--- config.mk ---
export PLATFORM = sky130hd
export DESIGN_NAME = en_stream_rx_fifo
export DESIGN_NICKNAME = d
export VERILOG_FILES = /design/src/rtl/en_stream_pkg.sv /design/src/rtl/en_stream_ptr.sv /design/src/rtl/en_stream_rx_fifo.sv
export SDC_FILE = /design/constraint.sdc
export NUM_CORES = 1
export LEC_CHECK = 0
export ABC_AREA = 1
export BUFFER_PORTS_ARGS = -buffer_cell sky130_fd_sc_hd__buf_2
export CORE_ASPECT_RATIO = 1.25
export CORE_MARGIN = 2
export CORE_UTILIZATION = 60
export CTS_CLUSTER_SIZE = 28
export DETAILED_ROUTE_END_ITERATION = 10
export PLACE_DENSITY = 0.76
export REMOVE_ABC_BUFFERS = 1
export SLEW_MARGIN = 20
export SYNTH_ARGS = -nofsm -noshare
export SYNTH_HDL_FRONTEND = slang
export SYNTH_SLANG_ARGS = --single-unit
export TNS_END_PERCENT = 1
--- constraint.sdc ---
create_clock -name clk -period 3.19 [get_ports clk]
set_input_delay 0.319 -clock clk [delete_from_list [all_inputs] [get_ports clk]]
set_output_delay 0.319 -clock clk [all_outputs]
set_load 0.005 [all_outputs]
--- src/rtl/en_stream_pkg.sv ---
// Shared definitions for the enable-qualified sample stream blocks.
// Holds the default word width, the counter-width helper and drop counter width.
package en_stream_pkg;

   localparam int DATA_WIDH_DEF = 20;
   localparam int DROP_CNT_W    = 16;

   function automatic int cnt_w(input int depth);
      return $clog2(depth) + 1;
   endfunction

endpackage

--- src/rtl/en_stream_ptr.sv ---
// Wrapping FIFO pointer with increment and synchronous clear.
// Wraps naturally from 2**W-1 back to 0.
module en_stream_ptr #(
   parameter int W = 3
) (
   input  logic         clk,
   input  logic         rst_n,
   input  logic         inc,
   input  logic         clr,
   output logic [W-1:0] ptr
);

   // pointer register; clear wins over increment
   always_ff @(posedge clk or negedge rst_n) begin
      if (!rst_n)
         ptr <= '0;
      else if (clr)
         ptr <= '0;
      else if (inc)
         ptr <= ptr + 1'b1;
   end

endmodule

--- src/rtl/en_stream_rx_fifo.sv ---
// Receiver FIFO for the en/data sample stream, re-issued on valid/ready.
// Optional drop counter enabled by defining ENRX_DROP_CNT_EN.
module en_stream_rx_fifo
   import en_stream_pkg::*;
#(
   parameter int DATA_WIDH = DATA_WIDH_DEF,
   parameter int DEPTH     = 8,
   parameter int AFULL_TH  = 6
) (
   input  logic                      clk,
   input  logic                      rst_n,
   input  logic                      en_i,
   input  logic [DATA_WIDH-1:0]      data_i,
   input  logic                      clr_i,
   output logic                      valid_o,
   input  logic                      ready_i,
   output logic [DATA_WIDH-1:0]      data_o,
   output logic [cnt_w(DEPTH)-1:0]   count_o,
   output logic                      afull_o,
   output logic                      full_o,
   output logic                      ovf_o
`ifdef ENRX_DROP_CNT_EN
   ,
   output logic [DROP_CNT_W-1:0]     drop_cnt_o
`endif
);

   localparam int AW = $clog2(DEPTH);
   localparam int CW = cnt_w(DEPTH);

   logic [DATA_WIDH-1:0] mem [DEPTH];
   logic [AW-1:0]        rd_ptr;
   logic [AW-1:0]        wr_ptr;
   logic                 push;
   logic                 pop;
   logic                 drop;
   logic                 wr_en;
   logic                 rd_en;

   // handshake decode; a flush suppresses every state change
   always_comb begin
      pop   = valid_o & ready_i;
      push  = en_i & (~full_o | pop);
      drop  = en_i & full_o & ~pop & ~clr_i;
      wr_en = push & ~clr_i;
      rd_en = pop & ~clr_i;
   end

   en_stream_ptr #(.W(AW)) u_wr_ptr (
      .clk   (clk),
      .rst_n (rst_n),
      .inc   (wr_en),
      .clr   (clr_i),
      .ptr   (wr_ptr)
   );

   en_stream_ptr #(.W(AW)) u_rd_ptr (
      .clk   (clk),
      .rst_n (rst_n),
      .inc   (rd_en),
      .clr   (clr_i),
      .ptr   (rd_ptr)
   );

   // storage array, written only on an accepted push, never reset
   always_ff @(posedge clk) begin
      if (wr_en)
         mem[wr_ptr] <= data_i;
   end

   // occupancy tracks push minus pop
   always_ff @(posedge clk or negedge rst_n) begin
      if (!rst_n)
         count_o <= '0;
      else if (clr_i)
         count_o <= '0;
      else
         count_o <= count_o + CW'(push) - CW'(pop);
   end

   // sticky loss flag
   always_ff @(posedge clk or negedge rst_n) begin
      if (!rst_n)
         ovf_o <= 1'b0;
      else if (clr_i)
         ovf_o <= 1'b0;
      else if (drop)
         ovf_o <= 1'b1;
   end

`ifdef ENRX_DROP_CNT_EN
   // saturating count of discarded words
   always_ff @(posedge clk or negedge rst_n) begin
      if (!rst_n)
         drop_cnt_o <= '0;
      else if (clr_i)
         drop_cnt_o <= '0;
      else if (drop && drop_cnt_o != '1)
         drop_cnt_o <= drop_cnt_o + 1'b1;
   end
`endif

   // status flags and show-ahead head word, zeroed when empty
   always_comb begin
      valid_o = (count_o != '0);
      full_o  = (count_o == CW'(DEPTH));
      afull_o = (count_o >= CW'(AFULL_TH));
      data_o  = valid_o ? mem[rd_ptr] : '0;
   end

endmodule
## Word-level counts from Yosys, hierarchy flattened

Memories as Yosys holds them, arrays and structs flattened.
Index checks and enable logic that the tools add are counted.

| cells by class | value |
|---|---|
| add/sub/neg operators | 4 |
| $lt $le $gt $ge | 1 |
| equal/unequal tests | 1 |
| multiplexer cells | 10 |
| bitwise logic cells | 11 |
| reductions and logical operators | 4 |

Operator list:

| cell | count |
|---|---|
| 2-to-1 mux 20 bit | 1 |
| 2-to-1 mux 3 bit | 4 |
| bitwise AND 1 bit | 7 |
| adder 3 x 1 -> 3 bit, second input constant | 2 |
| nonzero test 2 bit | 3 |
| adder 4 x 1 -> 4 bit | 1 |
| equality test 4 bit, second input constant | 1 |
| >= comparator 4 x 3 -> 1 bit, second input constant | 1 |
| 2-to-1 mux 1 bit | 4 |
| 2-to-1 mux 4 bit | 1 |
| nonzero test 4 bit | 1 |
| subtractor 4 x 1 -> 4 bit | 1 |
| inverter 1 bit | 3 |
| bitwise OR 1 bit | 1 |

| storage, ports and cells | value |
|---|---|
| register bits | 11 |
| RAM bits | 160 |
| word-level logic and storage cells | 36 |
| memories | 1 |

Memories:

| name | depth | bits a word | rd ports | clocked after memory_dff | wr ports | RTL line | RTL |
|---|---|---|---|---|---|---|---|
| mem | 8 | 20 | 1 | 0 | 1 | en_stream_rx_fifo.sv:31 | `logic [DATA_WIDH-1:0] mem [DEPTH];` |

## Logic depth before layout (Yosys ltp)

Gate-level depths: netlist of run 1.

| logic depth | value |
|---|---|
| depth after elaboration | 7 |
| mapped depth | 12 |
| mapped depth without buffers | 12 |

## Hierarchy

A second synthesis of run 1 with hierarchy kept.

| second synthesis, totals | value |
|---|---|
| cells, all modules | 791 |
| area total of the unflattened synthesis | 7766.2 um^2 |

By module, submodules not included:

| module | instances | cells an instance | area each (um^2) | seq. area each (um^2) |
|---|---|---|---|---|
| en_stream_rx_fifo | 1 | 757 | 7480.9 | 4929.7 |
| en_stream_ptr | 2 | 17 | 142.6 | 75.1 |

## Least setup slack after synthesis of run 1

No wires, ideal clock.

| path | value |
|---|---|
| path type | reg2reg |
| start point | register count_o[2] |
| end point | memory mem[0][0] in the netlist's numbering (enable) |
| library setup time | 397 ps |
| arrival time | 1941 ps |
| data required time | 2793 ps |
| slack | 853 ps |
| stages on the path, launching flop included | 8 |
| buffers on the path | 0 |
| period minus slack after synthesis | 2337 ps |
| cell sequence | dfrtp_1 -> inv_1 -> ha_1 -> nand2_2 -> nand2_2 -> nand2_2 -> nand3_2 -> nor2_1 |

| between the ends | value |
|---|---|
| longest elaborated chain between the ends | 7 |
| elaborated cells on any way between the ends | 9 |
| classes of those cells | eq/ne (1); mux (2); bitwise (5); reduce/logical (1) |

Ends and longest elaborated chain:

| element | RTL line | RTL |
|---|---|---|
| start, declared | en_stream_rx_fifo.sv:18 | `output logic [cnt_w(DEPTH)-1:0] count_o,` |
| start signal, assigned | en_stream_rx_fifo.sv:78 | `count_o <= count_o + CW'(push) - CW'(pop);` |
| nonzero test 4 bit / equality test 4 bit (equally long branches) | en_stream_rx_fifo.sv:105, en_stream_rx_fifo.sv:106 |  |
| bitwise AND 1 bit / inverter 1 bit (equally long branches) | en_stream_rx_fifo.sv:42, en_stream_rx_fifo.sv:43 |  |
| bitwise OR 1 bit (*) | en_stream_rx_fifo.sv:43 | `push = en_i & (~full_o \| pop);` |
| bitwise AND 1 bit (*) | en_stream_rx_fifo.sv:43 |  |
| bitwise AND 1 bit (*) | en_stream_rx_fifo.sv:45 | `wr_en = push & ~clr_i;` |
| 2-to-1 mux 1 bit (*) | en_stream_rx_fifo.sv:67 | `if (wr_en)` |
| 2-to-1 mux 1 bit (implied by the code) (*) | en_stream_rx_fifo.sv:68 | `mem[wr_ptr] <= data_i;` |
| end, declared | en_stream_rx_fifo.sv:31 |  |

Every way passes the cells marked *; elsewhere a longest branch is shown, timed or not.

## Final worst setup path of run 1

| path | value |
|---|---|
| start point | register u_rd_ptr.ptr[0] |
| end point | output port data_o[19] |

| between the ends | value |
|---|---|
| longest elaborated chain between the ends | 2 |

Ends and longest elaborated chain:

| element | RTL line | RTL |
|---|---|---|
| start, declared | en_stream_ptr.sv:10 | `output logic [W-1:0] ptr` |
| start signal, assigned | en_stream_ptr.sv:20 | `ptr <= ptr + 1'b1;` |
| memory read (8 x 20 bit) | - |  |
| 2-to-1 mux 20 bit | en_stream_rx_fifo.sv:108 | `data_o = valid_o ? mem[rd_ptr] : '0;` |
| end, declared | en_stream_rx_fifo.sv:17 | `output logic [DATA_WIDH-1:0] data_o,` |

No other way between the ends.

==> results of run 1 <==
==> power by group through the flow <==
stage          Clock, mW  Sequential (mW)  Combinational [mW]
5_1_grt             2.04             2.67                1.97
2_1_floorplan          0             2.77               0.979
3_5_place_dp           0             2.70                1.73
6_report            1.95             2.66                1.74
3_3_place_gp           0             2.69                1.67
4_1_cts             1.96             2.66                1.74
==> synthesized netlist by cell type (all sizes together) <==
| cell | number |
|---|---|
| a21oi | 3 |
| buf | 27 |
| clkbuf | 8 |
| dfrtp | 11 |
| edfxtp | 160 |
| fa | 1 |
| ha | 8 |
| inv | 74 |
| nand2 | 114 |
| nand3 | 57 |
| nand4 | 3 |
| nor2 | 154 |
| nor3b | 1 |
| o21ai | 63 |
| or2 | 1 |
| xnor2 | 1 |
| xor2 | 2 |
==> worst paths after layout <==
check | from | to | slack (ps)
max in group asynchronous | rst_n | u_rd_ptr.ptr[0] | 2680
min in group asynchronous | rst_n | count_o[0] | 290
worst min-delay path | clr_i | count_o[0] | 110
worst max-delay path | u_rd_ptr.ptr[0] | data_o[19] | 460
worst max register to register | count_o[2] | mem[6][18] | 980
worst min register to register | ovf_o | ovf_o | 520
==> sequential cells by signal, indices dropped and copies added (netlist names) <==
signal and count:
count_o 4, mem 160, u_rd_ptr.ptr 3, u_wr_ptr.ptr 3
ovf_o 1
==> layout make-up <==
| type | count | area share |
|---|---|---|
| well taps | 164 | 0.02454 |
| inverters | 74 | 0.03352 |
| multi-input cells | 408 | 0.2198 |
| clock buffers | 19 | 0.05177 |
| repair buffers | 68 | 0.04728 |
| clock inverters | 13 | 0.01526 |
| flip-flops and latches | 171 | 0.6078 |
==> through the flow <==
stage | power (mW) | cell area (um^2) | std cells | worst slack (ps) | hold WS (ps)
after global routing | 6.685 | 8362 | 917 | 264.1 | 103.3
after global placement | 4.363 | 7791 | 884 | 1073 | 196.2
after floorplan | 3.748 | 7178 | 653 | 136.0 | 23.41
after detailed placement | 4.430 | 7791 | 884 | 954.4 | 201.5
final | 6.348 | 8362 | 917 | 456.1 | 105.5
after CTS | 6.359 | 8362 | 917 | 499.8 | 89.17
==> cells by family after synthesis <==
kind of cell,synth area share
flops,0.6880
simple gates,0.1817
xor+xnor,0.003559
compound gates,0.04474
buf+inv,0.06575
fa+ha+maj,0.01627
==> per-layer routing <==
layer  vias up  global-route usage  wire, um
li1       2377                   -         -
met1      2347              0.3177      6032
met2       214              0.4091      7938
met3        35             0.06761      1276
met4         0              0.1029       325
met5         -                   0         0
==> reports/results.txt, run 1 <==
Maximum Capacitance Violations - 0
RSZ-0062 raised after global routing - false
Syn_area_per_cell - 10.73 um^2
GRT Util Overall - 0.2508
CTS buffer count - 17
Post-Syn Instances - 688
Layout Area Growth over Synthesis - 13.25%
# IOs - 53
Largest cells by area after synthesis - edfxtp_1, nor2_1, nand2_1
Crit. path cell count - 6
Final setup viols - 0
WP data required - 2870 ps
Reg power frac - 0.419
Slew @ Worst Pin - 885.1 ps
Post_cts resized - 0
Yosys top cell area share - 0.6507
Wire length per cell - 16.98 um
Hold path cells - 2
DRC violations left - 0
Buffers on Ports - 52
Core area - 0.01211 mm^2
Clock latency on the worst-skew pair - 430 ps
CP most frequent cell - nor2_1
Relative slew margins - 0.4093
Critical Path Sink Type - output pin
First-pass GRT wire length - 24100 um
Pin count of the biggest net entering global routing - 63
Initial DRC Count - 393
Yosys cell types - 25
Synth warn - 0
Commonest non-fill, non-tap cells in the layout - edfxtp_1, nor2_1, nand2_1
Crit path kind - reg -> out
Post-route ant nets - 0
GPL Wtd Cong - 0.8323
Clock Tree Buf Depth - 2
Via count - 4973
Final Skew - 8.340 ps
Rows - 45
Crit path largest cell delay - 730 ps
Synth area leader - edfxtp_1
Startpoint types - register
Clk pin slew, worst setup/hold paths - 60 ps
Die Ht - 128.0 um
Die ar. - 0.01321 mm^2
Clk sinks - 171
Most common cell after layout, fill and taps aside - edfxtp_1
N_diodes - 0
Internal - 4.312 mW
Worst path slowest cell - dfrtp_2
Synth Cell Area - 0.007383 mm^2
FF+latch count, synth - 171
Vias per std cell - 5.423
Multi-input logic area - 0.001838 mm^2
Comb power frac - 0.274
CTS tree - done
Max Fclk - 365.8 MHz
Initial antenna violation count - 1
Outcome - finished clean
DR pass1 iterations - 5
Clk pwr share - 0.307
Critical Path Fanout Max - 40
Signal arrival time at the worst endpoint - 2410 ps
Share of cells above drive strength 1 - 0.1474
Worst reg2reg path depth - 7
Storage element area - 0.005082 mm^2
Buf/Inv on CP - 2
Final min period - 2734 ps
Vias in the first global route - 4767
Post-route clock period utilization - 0.8570
Starting Density - 0.6099
Max-slew violations - 0
Worst path cell trace - buf_4 > o21ai_0 > o21ai_1 > nor2_1 > nor2_1 > buf_2
Gr ovfl total - 0
Sw power - 2.035 mW
LEAKAGE - 3.391 nW
Final Util - 0.6907
Fillers - 843
Endpoints failing hold - 0
Layout net count - 774
Sw Share - 0.3207
CTS Hold Bufs - 1
Pwr dens - 759.2 mW/mm^2
WL final - 15570 um
H-Tree Depth - 4
Sum Neg Setup Slack - 0 ps
Post-CTS setup buffer count - 0
Seq/Total Area, Yosys - 0.6880
Maximum VDD drop - 0.7595 mV
DP Wirelength - 8412 um
Die width - 103.2 um
CP top delay family - flip-flops
CTS root buffer - clkbuf_16
Worst min-delay path category - in -> reg
(Power assumes the default switching activity.)
==> run 2, diff against run 1 <==
==> constraint.sdc (replaced) <==
create_clock -name clk -period 2.8 [get_ports clk]
set_input_delay 0.28 -clock clk [delete_from_list [all_inputs] [get_ports clk]]
set_output_delay 0.28 -clock clk [all_outputs]
set_load 0.005 [all_outputs]
==> run 2 against run 1 <==
Against the previous run:
- sequential share of layout area increased by 0.26 points
- sequential cell count unchanged
- critical path depth unchanged
- clock power increased by 11%
- die area unchanged
- sequential power increased by 13%
- cell count decreased by 0.22%
- highest routed layer unchanged
==> reports/results.txt, run 2 (synthesis results as in run 1) <==
DR pass1 iterations - 5 (unchanged)
CTS root buffer - clkbuf_16
Final Non-Filler Cells - 915 (-0.22%)
Crit path kind - reg -> out
LEAKAGE - 3.386 nW (-0.15%)
GRT Util Overall - 0.2476 (-0.003197)
Fillers - 857 (+1.7%)
Maximum VDD drop - 0.6283 mV (-17%)
GPL Wtd Cong - 0.7707 (-7.4%)
Post-route clock period utilization - 0.8988
Endpoints failing hold - 0 (unchanged)
RSZ-0062 raised after global routing - false
Post_cts resized - 0 (unchanged)
H-Tree Depth - 4 (unchanged)
Gr ovfl total - 0 (unchanged)
Final Util - 0.6878 (-0.002997)
Largest register FFs - 160 (unchanged)
Critical Path Sink Type - output pin
WL final - 15220 um (-2.3%)
WHS - 75.88 ps (-29.63 ps)
N_diodes - 0 (unchanged)
Largest register by flop count - mem
Die width - 103.2 um (unchanged)
Commonest non-fill, non-tap cells in the layout - edfxtp_1, nor2_1, nand2_1
Slew @ Worst Pin - 780.1 ps (-105.0 ps)
Worst reg2reg path depth - 10 (+3)
Reg power frac - 0.420 (about the same)
Starting Density - 0.6099 (unchanged)
CTS buffer count - 17 (unchanged)
Post-route ant nets - 0 (unchanged)
DP Wirelength - 8521 um (+1.3%)
Worst path slowest cell - dfrtp_2
Via count - 4936 (-0.74%)
Vias per std cell - 5.395 (-0.53%)
Clk sinks - 171 (unchanged)
Crit path largest cell delay - 720 ps (about the same)
Sw Share - 0.3175 (-0.003128)
Signal arrival time at the worst endpoint - 2240 ps (-170 ps)
WP data required - 2520 ps (-350 ps)
Final min period - 2517 ps
Vias in the first global route - 4798 (+0.65%)
Top Registers - mem x160, count_o x4
DRC violations left - 0 (unchanged)
Initial DRC Count - 355 (-9.7%)
Startpoint types - register
Internal - 4.897 mW (+14%)
Final Skew - 4.865 ps (-3.475 ps)
Post-CTS setup buffer count - 0 (unchanged)
Layout net count - 774 (unchanged)
Worst path cell trace - buf_4 > o21ai_0 > o21ai_1 > nor2_1 > nor2_1 > buf_2
Clk pin slew, worst setup/hold paths - 60 ps (about the same)
Rows - 45 (unchanged)
Share of cells above drive strength 1 - 0.1425 (-0.004934)
Final setup viols - 0 (unchanged)
Clock latency on the worst-skew pair - 420 ps (about the same)
# IOs - 53 (unchanged)
Placed insts - 884 (unchanged)
Critical Path Fanout Max - 34 (-15%)
Clock Tree Buf Depth - 2 (unchanged)
Hold path cells - 2 (unchanged)
Sw power - 2.278 mW (+12%)
Pwr dens - 861.8 mW/mm^2 (+14%)
Relative slew margins - 0.4793 (+0.07008)
CP most frequent cell - nor2_1
Outcome - finished clean
Clk pwr share - 0.302 (-0.005)
Max-slew violations - 0 (unchanged)
CTS tree - done
Most common cell after layout, fill and taps aside - edfxtp_1
Core area - 0.01211 mm^2 (unchanged)
Comb power frac - 0.278 (+0.004)
Worst min-delay path category - in -> reg
Pin count of the biggest net entering global routing - 71 (+13%)
Max Fclk - 397.3 MHz
Initial antenna violation count - 0 (-1)
Die Ht - 128.0 um (unchanged)
Layout Area Growth over Synthesis - 12.76%
Wire length per cell - 16.63 um (-2.1%)
Die ar. - 0.01321 mm^2 (unchanged)
Maximum Capacitance Violations - 0 (unchanged)
Buffers on Ports - 52 (unchanged)
First-pass GRT wire length - 24120 um (about the same)
## run 2: cell types whose count changed in the layout (fill, tap and decap cells not counted), sizes merged
cell      delta
clkbuf       -1
clkinv       +2
clkinvlp     -3
## run 2: final cells by class
cell class / count / area (um^2) / share of cell area
Sequential cell: 171 / 5082 / 0.6105
Inverter: 74 / 280.3 / 0.03366
Timing Repair Buffer: 68 / 382.9 / 0.04599
Multi-Input combinational cell: 408 / 1838 / 0.2208
Clock inverter: 12 / 107.6 / 0.01292
Tap cell: 164 / 205.2 / 0.02465
Clock buffer: 18 / 429.2 / 0.05155
## run 2: worst paths after layout
check / endpoint / slack (ps) / start
hold / removal: count_o[0] / 80 / clr_i
min in group asynchronous: count_o[3] / 270 / rst_n
setup / recovery: data_o[19] / 280 / u_rd_ptr.ptr[1]
max in group asynchronous: u_rd_ptr.ptr[0] / 2300 / rst_n
setup reg to reg: count_o[2] / 600 / count_o[2]
hold reg to reg: ovf_o / 530 / ovf_o
## run 2: critical path: cells and delay by family (launching register included)
kind | cells | cell delay (ps)
AND/OR/NAND/NOR | 2 | 220
buffers and inverters | 2 | 580
flip-flops | 1 | 720
AO/OA/AOI/OAI | 2 | 290
## run 2: layer usage
layer	global-route usage	part of all wire	vias to the layer above	wire length, um
met1	0.3232	0.40	2335	6087
li1	-	-	2370	-
met3	0.04580	0.065	33	996
met2	0.4026	0.51	198	7764
met4	0.1146	0.024	0	369
met5	0	0	-	0
## run 2: metrics by stage
step | worst slack (ps) | total power [mW] | TNS, ps | cell area, um^2
2_1_floorplan | -215.0 | 4.270 | -4301 | 7178
3_3_place_gp | 785.7 | 4.985 | 0 | 7779
3_5_place_dp | 631.2 | 5.050 | 0 | 7779
4_1_cts | 295.6 | 7.193 | 0 | 8325
5_1_grt | 111.6 | 7.592 | 0 | 8325
6_report | 283.2 | 7.175 | 0 | 8325
## run 2: power by group through the flow
stage,clock (mW),combinational [mW],sequential [mW]
after CTS,2.18,2.00,3.01
after detailed placement,0,1.99,3.06
final,2.16,2.00,3.01
after global routing,2.28,2.29,3.03
after floorplan,0,1.11,3.16
after global placement,0,1.93,3.05
## run 2: repair_timing
item	in CTS	in global routing
endpoints found under the hold margin	11	0
setup endpoints to repair	0	0
hold buffers	1	0
==> run 3, diff against run 2 <==
--- a/config.mk
+++ b/config.mk
@@ -5,11 +5,11 @@
 export SDC_FILE = /design/constraint.sdc
 export NUM_CORES = 1
 export LEC_CHECK = 0
-export ABC_AREA = 1
+export ABC_AREA = 0
 export BUFFER_PORTS_ARGS = -buffer_cell sky130_fd_sc_hd__buf_2
 export CORE_ASPECT_RATIO = 1.25
 export CORE_MARGIN = 2
-export CORE_UTILIZATION = 60
+export CORE_UTILIZATION = 59
 export CTS_CLUSTER_SIZE = 28
 export DETAILED_ROUTE_END_ITERATION = 10
 export PLACE_DENSITY = 0.76
==> run 3 against run 2 <==
Against the previous run:
- clock-buffer cell count decreased by 1
- design area decreased by 4.7%
- register-to-register slack got worse by 270 ps
- power decreased by 2.5%
- largest cell class unchanged
- non-clock buffer count increased by 7
==> reports/results.txt, run 3 <==
Maximum VDD drop - 0.6371 mV (+1.4%)
Top Registers - mem x160, count_o x4
Max Fclk - 379.7 MHz (-4.4%)
Seq/Total Area, Yosys - 0.7545 (+0.06649)
CTS root buffer - clkbuf_16
WL final - 12690 um (-17%)
Clock latency on the worst-skew pair - 420 ps (about the same)
Largest cells by area after synthesis - edfxtp_1, mux4_2, dfrtp_1
Number of synthesized flops with an enable pin - 160 (unchanged)
Post-CTS setup buffer count - 0 (unchanged)
Post-route clock period utilization - 0.9407 (+0.04182)
Layout Area Growth over Synthesis - 17.86%
Final WS setup - 166.1 ps (-117.1 ps)
WHS - 134.9 ps (+58.98 ps)
Initial antenna violation count - 0 (unchanged)
Place WS - 281.7 ps (-349.5 ps)
LEAKAGE - 2.752 nW (-19%)
Final Skew - 5.473 ps (+0.6082 ps)
RSZ-0062 raised after global routing - false
Outcome - finished clean
Starting Density - 0.6045 (-0.005384)
Worst min-delay path category - in -> reg
Max-slew violations - 0 (unchanged)
DR pass1 iterations - 4 (-1)
Commonest non-fill, non-tap cells in the layout - edfxtp_1, buf_2, mux4_2
# IOs - 53 (unchanged)
Die Ht - 123.4 um (-3.6%)
Endpoints failing hold - 0 (unchanged)
FF+latch count, synth - 171 (unchanged)
Rows - 43 (-4.4%)
Post-DP Area - 0.007300 mm^2 (-6.2%)
Sum Neg Setup Slack - 0 ps (unchanged)
CTS tree - done
Largest register by flop count - mem
Vias in the first global route - 3481 (-27%)
Post-synth ARST share - 0.06433 (unchanged)
Synth area leader - edfxtp_1
Critical Path Sink Type - output pin
Initial DRC Count - 328 (-7.6%)
CTS buffer count - 17 (unchanged)
Yosys top cell area share - 0.7136 (+0.06288)
Final min period - 2634 ps (+117.1 ps)
Die width - 99.55 um (-3.6%)
Post-Syn Instances - 322 (-53%)
Pin count of the biggest net entering global routing - 33 (-54%)
First-pass GRT wire length - 19740 um (-18%)
Clk sinks - 171 (unchanged)
Largest register FFs - 160 (unchanged)
Final Non-Filler Cells - 546 (-40%)
Synth Cell Area - 0.006733 mm^2 (-8.8%)
Clk pin slew, worst setup/hold paths - 60 ps (about the same)
Wire length per cell - 23.24 um (+40%)
Gr ovfl total - 0 (unchanged)
Post-route ant nets - 0 (unchanged)
H-Tree Depth - 4 (unchanged)
Synth top cells by count - edfxtp_1, mux4_2, a22o_1
Slew @ Worst Pin - 750.4 ps (-29.79 ps)
Clock Tree Buf Depth - 2 (unchanged)
Synth warn - 0 (unchanged)
DRC violations left - 0 (unchanged)
Core area - 0.01114 mm^2 (-8.0%)
Most common cell after layout, fill and taps aside - edfxtp_1
Yosys cell types - 37 (+48%)
N_diodes - 0 (unchanged)
Vias per std cell - 6.040 (+12%)
Via count - 3298 (-33%)
DP Wirelength - 7737 um (-9.2%)
Syn_area_per_cell - 20.91 um^2 (+95%)
Pwr dens - 881.3 mW/mm^2 (+2.3%)
Relative slew margins - 0.4970 (+0.01770)
Buffers on Ports - 52 (unchanged)
Critical Path Fanout Max - 20 (-41%)
Share of cells above drive strength 1 - 0.3869 (+0.2444)
GRT Util Overall - 0.2273 (-0.02033)
Placed insts - 513 (-42%)
Signal arrival time at the worst endpoint - 2350 ps (+110 ps)
Final setup viols - 0 (unchanged)
Die ar. - 0.01229 mm^2 (-7.0%)
Maximum Capacitance Violations - 0 (unchanged)
Design area - 0.007935 mm^2 (-4.7%)
Crit path kind - reg -> out
GPL Wtd Cong - 0.7616 (-1.2%)
Ys flop type - edfxtp_1
WP data required - 2520 ps (about the same)
Cell with the most instances after synthesis - edfxtp_1
Layout net count - 432 (-44%)
Startpoint types - register
## run 3: cell types whose count changed after synthesis, moves of 38 or more
cell | previous run | this run
inv_1 | 73 | 5
mux4_2 | 0 | 40
nand2_1 | 111 | 3
nand3_1 | 56 | 3
nor2_1 | 154 | 9
o21ai_0 | 44 | 6
## run 3: worst paths after layout
kind                             from              end  slack (ps)  cells past startpoint
setup / recovery           count_o[2]       data_o[17]         170                      9
hold / removal              data_i[5]        mem[2][5]         130                      1
setup reg to reg           count_o[2]        mem[3][9]         330                      6
hold reg to reg                 ovf_o            ovf_o         520                      2
max in group asynchronous       rst_n  u_rd_ptr.ptr[0]        2300                      2
min in group asynchronous       rst_n       count_o[0]         270                      2
## run 3: cell type report
type / instances / area (um^2)
Tap cell: 135 / 168.9
Multi-Input combinational cell: 127 / 1592
Timing Repair Buffer: 75 / 447.9
Fill cell: 645 / 3202
Sequential cell: 171 / 5081
Clock inverter: 15 / 197.7
Clock buffer: 17 / 425.4
Inverter: 6 / 22.52
## run 3: metal layers
| layer | GRT usage | vias to the layer above | wire length (um) | share of wire |
|---|---|---|---|---|
| li1 | - | 1483 | - | - |
| met3 | 0.05031 | 27 | 814 | 0.064 |
| met5 | 0 | - | 0 | 0 |
| met1 | 0.2981 | 1654 | 4953 | 0.39 |
| met4 | 0.1104 | 0 | 359 | 0.028 |
| met2 | 0.3670 | 134 | 6562 | 0.52 |
## run 3: report_power, final
group | internal (mW) | switching [mW] | leakage (nW)
logic | 0.801 | 0.771 | 0.872
registers | 2.91 | 0.0804 | 1.59
clock network | 1.49 | 0.936 | 0.289
## run 3: cells by family (layout without fill, tap and decap cells)
logic type,count (synthesis),count (layout),share of synthesized area
AOI/OAI and AO/OA,36,36,0.03977
and+or+nand+nor,38,38,0.03271
adders and majority gates,9,9,0.01784
xor gates and xnor gates,1,1,0.001301
DFF,171,171,0.7545
muxes,43,43,0.1386
buffers and inverters,24,113,0.01524
## run 3: metrics by stage
step	total power [mW]	utilization
after CTS	7.059	0.7125
after global routing	7.296	0.7125
final	6.993	0.7125
after detailed placement	4.630	0.6554
after floorplan	3.999	-
after global placement	4.588	0.6554
## run 3: what timing repair did
action | 4_1_cts | 5_1_grt
gates resized for setup | 1 | 0
hold buffers | 1 | 0
hold endpoints to repair | 11 | 0
setup endpoints to repair | 11 | 0
## run 3: critical path: stages (launching register included)
cell and delay [ps]:
dfrtp_1 390, inv_1 110, ha_1 170, nor3b_2 240
buf_4 180, inv_2 50, and2_1 140, buf_4 230
a22o_1 280, buf_2 140
